File: config.mk
export PLATFORM = sky130hd
export DESIGN_NAME = rr_arb16_ctrl
export DESIGN_NICKNAME = d
export VERILOG_FILES = /design/src/rtl/nnacc_arb_pkg.sv /design/src/rtl/decoder4_16.sv /design/src/rtl/rr_pick16.sv /design/src/rtl/rr_arb16_ctrl.sv
export SDC_FILE = /design/constraint.sdc
export NUM_CORES = 1
export LEC_CHECK = 0
export CORE_MARGIN = 5
export CORE_UTILIZATION = 30
export DETAILED_ROUTE_END_ITERATION = 12
export PLACE_DENSITY = 0.52
export SYNTH_ARGS = -nofsm -noshare
export SYNTH_HDL_FRONTEND = slang
export SYNTH_SLANG_ARGS = --single-unit
File: constraint.sdc
create_clock -name clk -period 11.2 [get_ports clk]
set_input_delay 2.24 -clock clk [delete_from_list [all_inputs] [get_ports clk]]
set_output_delay 2.24 -clock clk [all_outputs]
set_load 0.01 [all_outputs]
File: src/rtl/nnacc_arb_pkg.sv
// Shared definitions for the accelerator load-port arbiter.
//   NUM_REQ / ID_W : requester count and id width
//   arb_state_t    : arbiter FSM states
//   DEF_MAX_BURST  : default beat limit per grant
package nnacc_arb_pkg;
  localparam int NUM_REQ       = 16;
  localparam int ID_W          = 4;
  localparam int DEF_MAX_BURST = 64;

  typedef enum logic [1:0] {
    IDLE  = 2'd0,
    GRANT = 2'd1,
    REL   = 2'd2
  } arb_state_t;
endpackage

File: src/rtl/decoder4_16.sv
// 4-to-16 one-hot decoder.
//   i_sel : binary index
//   o_dec : one-hot vector with bit i_sel set
module decoder4_16 (
  input  logic [3:0]  i_sel,
  output logic [15:0] o_dec
);
  assign o_dec = 16'h0001 << i_sel;
endmodule

File: src/rtl/rr_pick16.sv
// Rotating-priority picker: returns the first set request scanning
// i_ptr+1, i_ptr+2, ... wrapping modulo 16, so i_ptr itself is checked last.
//   i_req    : request vector
//   i_ptr    : last winner
//   o_any    : at least one request set
//   o_win_id : index of the selected requester
module rr_pick16 import nnacc_arb_pkg::*; (
  input  logic [NUM_REQ-1:0] i_req,
  input  logic [ID_W-1:0]    i_ptr,
  output logic               o_any,
  output logic [ID_W-1:0]    o_win_id
);
  always_comb begin
    logic [ID_W-1:0] w_idx;
    o_any    = 1'b0;
    o_win_id = '0;
    w_idx    = '0;
    // Walk from the farthest offset to the nearest so the nearest set
    // request overwrites the rest; offset 16 wraps to i_ptr itself.
    for (int k = NUM_REQ; k >= 1; k--) begin
      w_idx = i_ptr + ID_W'(k);
      if (i_req[w_idx]) begin
        o_any    = 1'b1;
        o_win_id = w_idx;
      end
    end
  end
endmodule

File: src/rtl/rr_arb16_ctrl.sv
// Burst-locked round-robin arbiter for 16 requesters sharing one resource.
//   clk, rst_n  : clock, synchronous active-low reset
//   en          : allow new grants (running burst always completes)
//   req, last   : per-requester request level and last-beat flag
//   res_ready   : resource accepts a beat this cycle
//   gnt_valid   : grant active; gnt_id / gnt give the winner (gnt zero when idle)
//   beat        : combinational transfer pulse
//   burst_done, timeout, abort : one-cycle release pulses, asserted in the REL cycle
module rr_arb16_ctrl import nnacc_arb_pkg::*; #(
  parameter int MAX_BURST = DEF_MAX_BURST,
  parameter int CNT_W     = $clog2(MAX_BURST + 1)
) (
  input  logic        clk,
  input  logic        rst_n,
  input  logic        en,
  input  logic [15:0] req,
  input  logic [15:0] last,
  input  logic        res_ready,
  output logic        gnt_valid,
  output logic [3:0]  gnt_id,
  output logic [15:0] gnt,
  output logic        beat,
  output logic        burst_done,
  output logic        timeout,
  output logic        abort
);
  arb_state_t       r_state, w_state_nxt;
  logic [ID_W-1:0]  r_ptr, w_ptr_nxt;
  logic [ID_W-1:0]  r_gnt_id, w_gnt_id_nxt;
  logic [CNT_W-1:0] r_cnt, w_cnt_nxt;
  logic             r_gnt_valid, w_gnt_valid_nxt;
  logic             r_done, w_done_nxt;
  logic             r_to, w_to_nxt;
  logic             r_abort, w_abort_nxt;

  logic               w_any;
  logic [ID_W-1:0]    w_win_id;
  logic [NUM_REQ-1:0] w_dec;
  logic               w_req_cur, w_last_cur, w_beat, w_cnt_max;

  rr_pick16 u_pick (
    .i_req    (req),
    .i_ptr    (r_ptr),
    .o_any    (w_any),
    .o_win_id (w_win_id)
  );

  decoder4_16 u_dec (
    .i_sel (r_gnt_id),
    .o_dec (w_dec)
  );

  assign w_req_cur  = req[r_gnt_id];
  assign w_last_cur = last[r_gnt_id];
  assign w_beat     = r_gnt_valid & w_req_cur & res_ready;
  // Counter holds beats already taken; the beat seen while it equals
  // MAX_BURST-1 is the final permitted one.
  assign w_cnt_max  = (r_cnt == CNT_W'(MAX_BURST - 1));

  always_comb begin
    w_state_nxt     = r_state;
    w_ptr_nxt       = r_ptr;
    w_gnt_id_nxt    = r_gnt_id;
    w_cnt_nxt       = r_cnt;
    w_gnt_valid_nxt = r_gnt_valid;
    w_done_nxt      = 1'b0;
    w_to_nxt        = 1'b0;
    w_abort_nxt     = 1'b0;
    case (r_state)
      IDLE: begin
        if (en && w_any) begin
          w_gnt_id_nxt    = w_win_id;
          w_gnt_valid_nxt = 1'b1;
          w_cnt_nxt       = '0;
          w_state_nxt     = GRANT;
        end
      end
      GRANT: begin
        if (!w_req_cur) begin
          w_abort_nxt     = 1'b1;
          w_gnt_valid_nxt = 1'b0;
          w_state_nxt     = REL;
        end else if (w_beat) begin
          if (w_last_cur) begin
            // last wins over the beat limit: a normal end, not a timeout
            w_done_nxt      = 1'b1;
            w_gnt_valid_nxt = 1'b0;
            w_state_nxt     = REL;
          end else if (w_cnt_max) begin
            w_done_nxt      = 1'b1;
            w_to_nxt        = 1'b1;
            w_gnt_valid_nxt = 1'b0;
            w_state_nxt     = REL;
          end else begin
            w_cnt_nxt = r_cnt + 1'b1;
          end
        end
      end
      REL: begin
        // Finished requester becomes lowest priority for the next search.
        w_ptr_nxt   = r_gnt_id;
        w_cnt_nxt   = '0;
        w_state_nxt = IDLE;
      end
      default: begin
        w_gnt_valid_nxt = 1'b0;
        w_state_nxt     = IDLE;
      end
    endcase
  end

  always_ff @(posedge clk) begin
    if (!rst_n) begin
      r_state     <= IDLE;
      r_ptr       <= ID_W'(NUM_REQ - 1);
      r_gnt_id    <= '0;
      r_cnt       <= '0;
      r_gnt_valid <= 1'b0;
      r_done      <= 1'b0;
      r_to        <= 1'b0;
      r_abort     <= 1'b0;
    end else begin
      r_state     <= w_state_nxt;
      r_ptr       <= w_ptr_nxt;
      r_gnt_id    <= w_gnt_id_nxt;
      r_cnt       <= w_cnt_nxt;
      r_gnt_valid <= w_gnt_valid_nxt;
      r_done      <= w_done_nxt;
      r_to        <= w_to_nxt;
      r_abort     <= w_abort_nxt;
    end
  end

  assign gnt_valid  = r_gnt_valid;
  assign gnt_id     = r_gnt_id;
  assign gnt        = w_dec & {NUM_REQ{r_gnt_valid}};
  assign beat       = w_beat;
  assign burst_done = r_done;
  assign timeout    = r_to;
  assign abort      = r_abort;
endmodule
After elaboration in Yosys (flattened, before gate mapping)
Index checks and enable logic that the tools add are counted.
Storage, ports and cells
  register bits: 21
  memories: 0
  memory bits (writable): 0
  latch bits: 0
  memory bits (read-only): 0
  bits of input ports: 36
Operators by class
  reduce and logical (&&, ||, !) cells: 10
  shifts and indexed selects: 1
  $add $sub $neg: 16
  bitwise gates (word level): 8
  order comparisons: 17
  multipliers: 0
  div/mod/pow operators: 0
  muxes and demuxes: 89
  equal/unequal tests: 10
Operators with widths (number)
  4-bit by 5-bit < comparator with 1-bit output, second input constant: 17
  1-bit binary-select mux with 4-bit select: 18
  4-bit two-way mux: 16
  1-bit two-way mux: 42
  7-bit two-way mux: 5
  4-bit adder, second input constant: 8
  7-bit case mux with 3 select lines: 1
  4-bit by 3-bit adder with 4-bit output, second input constant: 4
  16-bit bitwise AND: 1
  1-bit by 4-bit left shift with 16-bit output, first input constant: 1
  2-bit two-way mux: 5
  2-bit != test, second input constant: 5
  4-bit by 2-bit adder with 4-bit output, second input constant: 2
  4-bit AND reduction: 2
  7-bit by 1-bit adder with 7-bit output, second input constant: 1
  7-bit by 6-bit == test with 1-bit output, second input constant: 1
  6-bit AND reduction: 1
  1-bit inverter: 5
  5-bit OR reduction: 1
  4-bit by 1-bit adder with 4-bit output, second input constant: 1
  4-bit != test, second input constant: 1
  2-bit case mux with 2 select lines: 1
  2-bit AND reduction: 2
  3-bit != test, second input constant: 1
  other kinds (8): 9

Longest topological paths before layout
  word-level depth: 21
  depth in mapped cells: 16
  depth with buffers taken out: 10

By module
Synthesis repeated with hierarchy kept, for this count alone.
Second synthesis, totals
  cell total of the unflattened synthesis: 426
  area total of the unflattened synthesis: 3682.3 um2
Modules (own cells, without submodules)
  rr_pick16: area each 2039.5 um2, cells each 246, sequential area each 0.0 um2, times used 1
  rr_arb16_ctrl: area each 1416.4 um2, cells each 160, sequential area each 420.4 um2, times used 1
  decoder4_16: area each 226.5 um2, cells each 20, sequential area each 0.0 um2, times used 1

Worst setup path before layout
OpenSTA, ideal clock, no wires.
  path kind: input-to-output
  from: input req[15]
  to: output beat
  data arrival time: 3.484 ns
  setup slack: 5.476 ns
  stages on the path: 4
  path through: mux4_2 -> mux4_2 -> and3_1 -> clkbuf_1
On the way
  longest elaborated chain between the ends: 4
Ends and longest elaborated chain
  start, declared: RTL line rr_arb16_ctrl.sv:16  | input logic [15:0] req,
  1-bit binary-select mux with 4-bit select: RTL line rr_arb16_ctrl.sv:53  | assign w_req_cur = req[r_gnt_id];
  1-bit two-way mux (not written as such): RTL line rr_arb16_ctrl.sv:53
  1-bit bitwise AND (2 in series): RTL line rr_arb16_ctrl.sv:55  | assign w_beat = r_gnt_valid & w_req_cur & res_ready;
  end, declared: RTL line rr_arb16_ctrl.sv:22  | output logic beat,
Every way passes these cells. The select of a mux whose other input is x is not followed.

Final worst setup path
  from: input req[14]
  to: output beat
The elaborated chain is that of the path after synthesis.

==> qor.yml <==
cts_htree_levels: 1
setup_violations: 0
min_period_ns: 6.81
initial_core_util_pct: 30.7
crit_chain: "clkdlybuf4s50_1 > mux4_2 > mux4_2 > and3_1 > clkdlybuf4s50_1"
floorplan_die_area_um2: 13400
cp_max_fo: 7
first_global_vias: 3279
cts_root_buffer: "sky130_fd_sc_hd__clkbuf_8"
clkSlewWorstSetupHoldPaths_ns: 0.08
seq_area_frac_synth_pct: 12.6
critPathRequiredTime_ns: 8.96
cp_top_family: "multiplexers"
cp_slowest_cell: "sky130_fd_sc_hd__mux4_2"
fin_setup_tns_ns: 0
worst-path-stages: 5
num_antenna_cells: 0
detailed_route_iter0_violations: 240
height_of_the_die_um: 116
cts-buffers-inserted: 3
track_usage_pct: 16.2
design_area_um2: 4080
startpoint_class_of_the_critical_path: "input port"
route.detailed.wl_per_inst_um: 19.0
async_reset_ff_share_pct: 0
grt_antenna_before_repair: 0
pwr_density_cell_nw_per_um2: 107
clock.fmax_mhz: 147
numPlacedInstances: 561
cts_tree: "done"
total_switching_power_mw: 0.199
layout-area-overhead-vs-synth_pct: 22.0
netlist-cell-type-count: 62
ff2ff_path_depth: 11
drt_first_pass_iters: 4
post_cts.resized_instances: 0
worst_case_vdd_ir_drop_uv: 36.5
buf_inv_on_cp: 2
postCtsSetupBuffers: 0
io_pins: 61
finalWeightedCongestion: 0.886
antenna_violating_nets_post_route: 0
cts_buffer_depth: 2
hold_viol_final: 0
post_cts_hold_buffer_count: 0
drive_gt1_share_pct: 15.1
synth_warnings: 0
tightest_slew_ns: 0.839
std_cell_rows: 38
drt_drc_violations_left: 0
synth.cell_area_um2: 3340
cell_count_of_the_worst_hold_path: 2
routed_wl_mm: 10.7
insertion_delay_ns: 0.27
share_comb_of_total_power_pct: 68.6
seqPwrFrac_pct: 19.6
sort_of_element_at_the_end_of_the_critical_path: "output pin"
timing.clock.skew_ns: 0.00422
rsz0062_at_grt: "false"
largest_net_degree_at_the_start_of_global_routing: 30
max-slew-margin-rel_pct: 43.7
mappedNetlistNets: 423
final-max-slew-violation-count: 0
post_dp_cell_area_um2: 4030
layout.nets: 470
timing.setup.critical_path_class: "in -> out"
coreArea_um2: 10900
layout_worst_path_cycle_share_pct: 60.8
avgSynthCellArea_um2: 8.82
routed_via_density: 5.82
switching_portion_of_total_power_pct: 45.6
maxCapViolations: 0
globalRouteOverflowTotal: 0
synth.ff_latch_count: 21
leakage_power_nw: 1.51
clkPwrFrac_pct: 11.8
tritoncts_num_sinks: 21
run_status: "finished clean"
die-width_um: 116
detailed_placement_wirelength_estimate_mm: 8.35
worst-endpoint-arrival_ns: 4.57
num_vias: 3290
synthCells: 379
worst_hold_path_type: "reg -> reg"
critical_path.max_stage_delay_ns: 0.55
synth_enable_flop_cells: 0
grt_first_pass_wirelength_mm: 17.4
fin_cells: 565
most_used_flip_flop_cell_after_synthesis: "sky130_fd_sc_hd__dfxtp_1"
numPortBuffers: 60
cell_internal_pwr_mw: 0.238
[cell families after synthesis]
| family | after synthesis | share of synthesized area (%) |
|---|---|---|
| compound gates | 84 | 17.2 |
| xor+xnor | 14 | 4.12 |
| fa+ha+maj | 8 | 2.99 |
| buf+inv | 32 | 4.79 |
| flops | 21 | 12.6 |
| mux | 82 | 38.5 |
| simple gates | 138 | 19.8 |
[power groups by stage]
stage | Sequential [mW] | Clock, mW | Combinational (mW)
finish | 0.0857 | 0.0514 | 0.300
global route | 0.0867 | 0.0566 | 0.328
CTS | 0.0859 | 0.0532 | 0.298
detailed placement | 0.0875 | 0 | 0.296
global placement | 0.0874 | 0 | 0.296
floorplan | 0.0868 | 0 | 0.216
[stage by stage]
| step | setup WS, ns | util [%] | hold slack, ns | power, mW |
|---|---|---|---|---|
| floorplan | 5.48 | - | 0.413 | 0.303 |
| detailed placement | 4.40 | 37.0 | 0.429 | 0.384 |
| finish | 4.39 | 37.5 | 0.435 | 0.437 |
| global placement | 4.43 | 37.0 | 0.419 | 0.383 |
| CTS | 4.39 | 37.5 | 0.439 | 0.437 |
| global route | 4.32 | 37.5 | 0.456 | 0.471 |
[state kept, by name (all words and copies together), names as in the netlist]
name        count
r_cnt           7
gnt_id          4
r_ptr           4
r_state         2
abort           1
burst_done      1
gnt_valid       1
timeout         1
[tightest hold or removal path, stage by stage, from the launching register on]
cell,delay (ns)
sky130_fd_sc_hd__dfxtp_1,0.31
sky130_fd_sc_hd__nand2_1,0.05
sky130_fd_sc_hd__a21oi_1,0.03
[synth_stat cells, drive strengths merged (9+ instances only)]
cell | n | area [um2]
mux4 | 36 | 811
nor2 | 40 | 150
o21ai | 18 | 90.1
nand2 | 38 | 143
mux2 | 13 | 146
buf | 14 | 92.6
nand3 | 10 | 50.1
a31oi | 9 | 56.3
dfxtp | 21 | 420
mux2i | 33 | 330
xnor2 | 9 | 86.3
clkbuf | 9 | 33.8
a21oi | 13 | 65.1
[path summary, 6_finish.rpt]
check | slack (ns) | to | from
setup / recovery | 4.39 | beat | req[14]
hold / removal | 0.44 | r_cnt[6] | r_cnt[6]
setup reg to reg | 6.48 | gnt_id[0] | r_ptr[1]
hold reg to reg | 0.44 | r_cnt[6] | r_cnt[6]
[routing by layer]
metal	share of wire, %	wire, um	up-vias	track usage (%)
met5	0	0	-	0
met3	6.4	687	17	2.56
met4	1.8	191	0	3.76
li1	-	-	1553	-
met1	45	4850	1590	22.9
met2	47	4990	130	26.2
[placed cells by master (no fill, tap or decap), drive strengths merged, types with 9 or more instances in the layout]
cell,instances
clkdlybuf4s50,60
nor2,40
nand2,38
mux4,36
mux2i,33
dfxtp,21
o21ai,18
a21oi,13
mux2,13
nand3,10
a31oi,9
xnor2,9
[area by class of cell]
type | instances | area [um2]
clock inverter | 1 | 7.51
timing repair buffer | 65 | 638
tap | 140 | 175
inverter | 9 | 33.8
clock buffer | 3 | 41.3
sequential | 21 | 420
multi-input combinational | 326 | 2760
fill | 1094 | 6810
(Power assumes the default switching activity.)
